<file path="src/rtl/stopwatch_ctrl.sv">
// Run/pause/clear controller producing the two-digit BCD count for display_mux.
// Define LAP_EN to compile in the lap-freeze of the displayed digits.
module stopwatch_ctrl #(
   parameter int unsigned TICK_DIV    = 1000,
   parameter int unsigned MAX_VAL     = 99,
   parameter int unsigned SYNC_STAGES = 2
) (
   input  logic       clk,
   input  logic       rst,
   input  logic       btn_ss,
   input  logic       btn_clr,
   input  logic       btn_lap,
   output logic [3:0] dig_uni,
   output logic [3:0] dig_dec,
   output logic       running,
   output logic       tick_o,
   output logic       wrap
);

   localparam int unsigned     PreW    = $clog2(TICK_DIV);
   localparam logic [PreW-1:0] PreLast = PreW'(TICK_DIV - 1);
   localparam logic [PreW-1:0] PreOne  = PreW'(1);
   localparam logic [3:0]      MaxUni  = 4'(MAX_VAL % 10);
   localparam logic [3:0]      MaxDec  = 4'(MAX_VAL / 10);

   localparam int unsigned BtnSs  = 0;
   localparam int unsigned BtnClr = 1;
`ifdef LAP_EN
   localparam int unsigned BtnLap = 2;
   localparam int unsigned NumBtn = 3;
`else
   localparam int unsigned NumBtn = 2;
`endif

   typedef enum logic [1:0] {StIdle, StRun, StPause} state_e;

   logic [NumBtn-1:0] btn_raw;
`ifdef LAP_EN
   assign btn_raw = {btn_lap, btn_clr, btn_ss};
`else
   logic unused_btn_lap;
   assign unused_btn_lap = btn_lap;
   assign btn_raw        = {btn_clr, btn_ss};
`endif

   // ---------------------------------------------------------------- buttons
   logic [NumBtn-1:0][SYNC_STAGES-1:0] sync_q, sync_d;
   logic [SYNC_STAGES-1:0]             vld_q, vld_d;
   logic [NumBtn-1:0]                  sync_last;
   logic [NumBtn-1:0]                  prev_q, prev_d;
   logic [NumBtn-1:0]                  arm_q, arm_d;
   logic [NumBtn-1:0]                  pulse_q, pulse_d;

   // vld_q marks when the sync chain holds real post-reset samples; a button only
   // arms after one of those samples is low, so a press held through reset is ignored.
   always_comb begin
      sync_d    = sync_q;
      sync_last = '0;
      for (int b = 0; b < NumBtn; b++) begin
         sync_d[b]    = {sync_q[b][SYNC_STAGES-2:0], btn_raw[b]};
         sync_last[b] = sync_q[b][SYNC_STAGES-1];
      end
      vld_d   = {vld_q[SYNC_STAGES-2:0], 1'b1};
      prev_d  = sync_last;
      arm_d   = arm_q | ({NumBtn{vld_q[SYNC_STAGES-1]}} & ~sync_last);
      pulse_d = sync_last & ~prev_q & arm_q;
   end

   always_ff @(posedge clk) begin
      if (rst) begin
         sync_q  <= '0;
         vld_q   <= '0;
         prev_q  <= '0;
         arm_q   <= '0;
         pulse_q <= '0;
      end else begin
         sync_q  <= sync_d;
         vld_q   <= vld_d;
         prev_q  <= prev_d;
         arm_q   <= arm_d;
         pulse_q <= pulse_d;
      end
   end

   logic p_ss, p_clr;
   assign p_ss  = pulse_q[BtnSs];
   assign p_clr = pulse_q[BtnClr];
`ifdef LAP_EN
   logic p_lap;
   assign p_lap = pulse_q[BtnLap];
`endif

   // ---------------------------------------------------------- control/count
   state_e          state_q, state_d;
   logic [PreW-1:0] presc_q, presc_d;
   logic [3:0]      uni_q, uni_d, dec_q, dec_d;
   logic [3:0]      dig_uni_q, dig_uni_d, dig_dec_q, dig_dec_d;
   logic            wrap_q, wrap_d;
   logic            running_q, running_d;
   logic            tick;
   logic            hold;
`ifdef LAP_EN
   logic            lap_q, lap_d;
`endif

   always_comb begin
      state_d = state_q;
      if (p_clr) begin
         state_d = StIdle;
      end else if (p_ss) begin
         unique case (state_q)
            StIdle:  state_d = StRun;
            StRun:   state_d = StPause;
            StPause: state_d = StRun;
            default: state_d = StIdle;
         endcase
      end
      running_d = (state_d == StRun);
   end

   assign tick = (state_q == StRun) && (presc_q == PreLast);

   always_comb begin
      presc_d = presc_q;
      if (p_clr) begin
         presc_d = '0;
      end else if (state_q == StRun) begin
         presc_d = tick ? '0 : presc_q + PreOne;
      end
   end

   // Clear outranks a coincident tick, so no wrap pulse can accompany a clear.
   always_comb begin
      uni_d  = uni_q;
      dec_d  = dec_q;
      wrap_d = 1'b0;
      if (p_clr) begin
         uni_d = '0;
         dec_d = '0;
      end else if (tick) begin
         if ((uni_q == MaxUni) && (dec_q == MaxDec)) begin
            uni_d  = '0;
            dec_d  = '0;
            wrap_d = 1'b1;
         end else if (uni_q == 4'd9) begin
            uni_d = '0;
            dec_d = dec_q + 4'd1;
         end else begin
            uni_d = uni_q + 4'd1;
         end
      end
   end

`ifdef LAP_EN
   always_comb begin
      lap_d = lap_q;
      if (p_clr) begin
         lap_d = 1'b0;
      end else if (p_lap && (state_q == StRun)) begin
         lap_d = ~lap_q;
      end
   end
   assign hold = lap_q;
`else
   assign hold = 1'b0;
`endif

   always_comb begin
      dig_uni_d = hold ? dig_uni_q : uni_q;
      dig_dec_d = hold ? dig_dec_q : dec_q;
   end

   always_ff @(posedge clk) begin
      if (rst) begin
         state_q   <= StIdle;
         presc_q   <= '0;
         uni_q     <= '0;
         dec_q     <= '0;
         wrap_q    <= 1'b0;
         running_q <= 1'b0;
         dig_uni_q <= '0;
         dig_dec_q <= '0;
      end else begin
         state_q   <= state_d;
         presc_q   <= presc_d;
         uni_q     <= uni_d;
         dec_q     <= dec_d;
         wrap_q    <= wrap_d;
         running_q <= running_d;
         dig_uni_q <= dig_uni_d;
         dig_dec_q <= dig_dec_d;
      end
   end

`ifdef LAP_EN
   always_ff @(posedge clk) begin
      if (rst) begin
         lap_q <= 1'b0;
      end else begin
         lap_q <= lap_d;
      end
   end
`endif

   assign dig_uni = dig_uni_q;
   assign dig_dec = dig_dec_q;
   assign running = running_q;
   assign tick_o  = tick;
   assign wrap    = wrap_q;

endmodule
</file>
<file path="config.mk">
export PLATFORM = sky130hd
export DESIGN_NAME = stopwatch_ctrl
export DESIGN_NICKNAME = d
export VERILOG_FILES = /design/src/rtl/stopwatch_ctrl.sv
export SDC_FILE = /design/constraint.sdc
export NUM_CORES = 1
export LEC_CHECK = 0
export CAP_MARGIN = 20
export CORE_MARGIN = 2
export CORE_UTILIZATION = 45
export DETAILED_ROUTE_END_ITERATION = 12
export PLACE_DENSITY = 0.68
export SLEW_MARGIN = 20
export SYNTH_ARGS = -nofsm -noshare
export SYNTH_HDL_FRONTEND = slang
export SYNTH_SLANG_ARGS = --single-unit
</file>
<file path="constraint.sdc">
create_clock -name clk -period 2.5 [get_ports clk]
set_input_delay 0.5 -clock clk [delete_from_list [all_inputs] [get_ports clk]]
set_output_delay 0.5 -clock clk [all_outputs]
set_load 0.05 [all_outputs]
</file>
==> results.txt <==
----------------------------------------------------
[Run status]
  Outcome ... complete, no violations

[Pwr]
  Power share of the combinational group ... 2.7%
  Total power divided by cell area ... 565 mW/mm²
  P_leak ... 0.651 nW
  Power spent charging and discharging nets ... 0.000246 W
  Reg power frac ... 65.1%
  Switching share of power ... 23.6%
  Peak supply drop ... 0.366 mV
  Clk network pwr share ... 32.1%
  Pint ... 0.000799 W
  Tot Pwr ... 0.00105 W

[Clock tree]
  CTS root buf ... sky130_fd_sc_hd__clkbuf_4
  Worst-path clk slew ... 0.12 ns
  Insertion delay of the later-clocked pin in the worst-skew pair ... 0.37 ns
  Buffer levels on the longest clock path ... 2
  H-tree level count ... 2
  TritonCTS buffer count ... 5
  Total number of clock tree sinks ... 42
  TritonCTS clock tree ... built
  Hold Buf Count CTS ... 0

[GRT]
  Total global routing track utilization ... 15.0%
  Largest net degree at the start of global routing ... 22
  Vias in the first global route ... 1105
  Initial antenna violation count ... 0
  Wire length of the first global-routing pass ... 4.60 mm
  Overflow left after global routing ... 0

[Layout]
  Number of inserted diodes ... 0
  Post-route non-filler standard cell count ... 228
  Area taken by multi-input logic gates ... 688 µm²
  Fill cell instance count of the final layout ... 330
  Number of nets at the end of the flow ... 191
  Storage cell area ... 842 µm²
  Final Cell Area ... 0.00185 mm²
  Layout Area Growth over Synthesis ... 16.8%
  Share of layout cells above drive strength 1 ... 12.6%
  Final Core Density ... 55.0%

[Critical path]
  Required time reported for the critical path endpoint ... 2.00 ns
  Slowest stage cell on the critical path ... sky130_fd_sc_hd__or4_4
  Cells on worst reg2reg path ... 6
  Critical path endpoint category ... output port
  CP peak stage delay ... 0.58 ns
  Sort of element at the start of the critical path ... flip-flop
  Capturing point of the worst reg2reg path ... dig_uni_d[2]
  Worst-case register-to-register setup slack ... 0.32 ns
  Maximum fanout encountered on the critical timing path ... 4
  Worst setup path class ... reg -> out
  Data arrival time of the critical path ... 1.90 ns
  CP cell instances ... ha_2, nand3_2, or4_4, inv_2, buf_12
  Startpoint of the most critical register-to-register path ... presc_q[1]

[Die]
  Die area ... 0.00401 mm²
  Die Wd ... 63.3 µm
  Total core area ... 0.00336 mm²
  Number of top-level pins ... 16
  Initial cell density of the core ... 47.1%
  Vertical die dimension ... 63.3 µm
  Standard-cell rows ... 21

[Logic synthesis]
  Most used flip-flop cell after synthesis ... sky130_fd_sc_hd__dfxtp_1
  Synthesized cell area ... 0.00158 mm²
  Per-instance average area after synthesis ... 9.77 µm²
  Netlist cell types ... 34
  Number of flip-flops and latches in the synthesized netlist ... 42
  Synthesized net count ... 172
  Total number of yosys warnings ... 0
  Fraction of synthesis flops using an asynchronous set or reset pin ... 0%
  Fraction of the yosys area taken by sequential cells ... 53.1%
  Number of enable flip-flop cells after synthesis ... 0
  Number of standard cells after synthesis ... 162

[STA]
  Final period demand of the worst path ... 2.40 ns
  Share of the clock period used by the worst path ... 95.9%
  Worst-case hold slack ... 0.402 ns
  Final slew viol count ... 0
  Final worst clock skew ... 0.0153 ns
  Worst slew margin relative to its limit ... 66.7%
  Highest Clock Rate ... 417 MHz
  Slew of the pin with the lowest slew margin ... 0.497 ns
  Final hold viol count ... 0
  Total of endpoints with negative setup slack in the final report ... 0

[Drt]
  Remaining number of nets flagged by the antenna check after routing ... 0
  Total Wirelength ... 2.64 mm
  Vias ... 1117
  Post-route DRC violation count ... 0
  Drt pass-1 iters ... 4
  Avg WL per Cell ... 11.6 µm
  Via/cell ratio ... 4.90
  Number of violations reported at the end of detailed-routing iteration 0 ... 30

[Placement]
  Half-perimeter wire length after placement ... 1.82 mm
  Cells after DPL ... 219
  Placed cell area ... 0.00178 mm²
  Global placement routability congestion ... 0.743
  Number of port buffers ... 14

[Job]
  Max-cap viol count ... 0

[Worst hold path]
  Kind of path behind the tightest hold check ... reg -> reg
  Min-Delay Endpoint ... pulse_q[1]
  Source of the worst hold timing path ... prev_q[1]
  Worst Hold Path Cells ... 1

----------------------------------------------------
final cells by class:
cell class	instances	share of cell area, %
sequential	42	45.5
timing repair buffer	17	9.34
multi-input combinational	107	37.2
clock buffer	5	2.03
inverter	8	1.62
tap	46	3.11
clock inverter	3	1.15
Yosys cell counts, types with 3 or more instances:
cell type                  instances  area, µm²
sky130_fd_sc_hd__mux2i_1           3       30.0
sky130_fd_sc_hd__a21oi_1           9       45.0
sky130_fd_sc_hd__inv_1             8       30.0
sky130_fd_sc_hd__nor3_1            3       15.0
sky130_fd_sc_hd__xnor2_1           7       61.3
sky130_fd_sc_hd__or3_1             4       25.0
sky130_fd_sc_hd__clkbuf_1          4       15.0
sky130_fd_sc_hd__nor2_1           25       93.8
sky130_fd_sc_hd__nand2_1           9       33.8
sky130_fd_sc_hd__nor2b_1          12       75.1
sky130_fd_sc_hd__ha_1              5       62.6
sky130_fd_sc_hd__nand3_1           3       15.0
sky130_fd_sc_hd__dfxtp_1          42        841
power groups by stage:
stage	clock, W	combinational, W	sequential [W]
2_1_floorplan	0	0.0000188	0.000696
3_3_place_gp	0	0.0000279	0.000696
3_5_place_dp	0	0.0000289	0.000696
4_1_cts	0.000351	0.0000289	0.000681
5_1_grt	0.000387	0.0000321	0.000682
6_report	0.000336	0.0000284	0.000681
timing repair:
item / in CTS / in global routing
hold endpoints to repair: 0 / 0
buffers inserted: 0 / 1
endpoints found under the setup margin: 0 / 1
gates resized for setup: 0 / 3
logic make-up (layout without fill, tap and decap cells):
kind of cell	Yosys count	count (layout)	synth area share, %
muxes	4	4	2.61
DFF	42	42	53.1
AOI/OAI and AO/OA	16	16	6.09
xor gates and xnor gates	9	9	4.98
adders and majority gates	5	5	3.95
and+or+nand+nor	73	73	25.7
buffers and inverters	13	33	3.56
state kept, by name (all words and copies together) (netlist names), 4 cells and up:
register	cells
dig_dec	4
presc_q	10
dig_uni_d	4
dig_uni	4
dec_q	4
through the flow:
stage               TNS, ns  setup WS (ns)
floorplan                 0          0.403
global placement          0          0.463
detailed placement        0          0.434
CTS                       0       0.000571
global route        -0.0116        -0.0116
finish                    0          0.102
worst max-delay path, delay by kind of cell, from the launching register on:
kind	cells	cell delay [ns]
and+or+nand+nor	2	0.71
DFF	1	0.38
buffers and inverters	2	0.23
adders and majority gates	1	0.21
cells in the final DEF, fill, tap and decap left out, types with 2 or more instances in the layout:
master and count:
sky130_fd_sc_hd__nor3_1 3, sky130_fd_sc_hd__clkbuf_4 5, sky130_fd_sc_hd__clkdlybuf4s50_1 13, sky130_fd_sc_hd__a21oi_1 9, sky130_fd_sc_hd__and3b_1 2, sky130_fd_sc_hd__inv_1 7, sky130_fd_sc_hd__buf_4 3, sky130_fd_sc_hd__dfxtp_1 41
sky130_fd_sc_hd__nor2b_1 12, sky130_fd_sc_hd__a31o_2 2, sky130_fd_sc_hd__xor2_1 2, sky130_fd_sc_hd__nand3_1 3, sky130_fd_sc_hd__or3_1 4, sky130_fd_sc_hd__o21ai_0 2, sky130_fd_sc_hd__mux2i_1 3, sky130_fd_sc_hd__nand2_1 9
sky130_fd_sc_hd__nand3_2 2, sky130_fd_sc_hd__nor2_1 25, sky130_fd_sc_hd__nand4b_1 2, sky130_fd_sc_hd__ha_1 4, sky130_fd_sc_hd__nor4b_1 2, sky130_fd_sc_hd__xnor2_1 7
how the worst max path moves through the flow:
stage / slack (ns) / cells after the start / end / startpoint
detailed placement: 0.43 / 5 / tick_o / presc_q[0]
global placement: 0.46 / 5 / tick_o / presc_q[0]
global route: -0.01 / 5 / tick_o / presc_q[1]
CTS: 0.0006 / 5 / tick_o / presc_q[0]
finish: 0.10 / 5 / tick_o / presc_q[1]
floorplan: 0.40 / 5 / tick_o / presc_q[0]
layer usage:
| metal | share of wire, % | global-route usage [%] | vias to the layer above | wire (µm) |
|---|---|---|---|---|
| met5 | 0 | 0 | - | 0 |
| met4 | 2.7 | 7.34 | 0 | 72 |
| met3 | 4.4 | 5.89 | 6 | 116 |
| met2 | 49 | 25.8 | 20 | 1290 |
| met1 | 44 | 15.9 | 515 | 1160 |
| li1 | - | - | 576 | - |
Power figures use the tool's default switching activity.
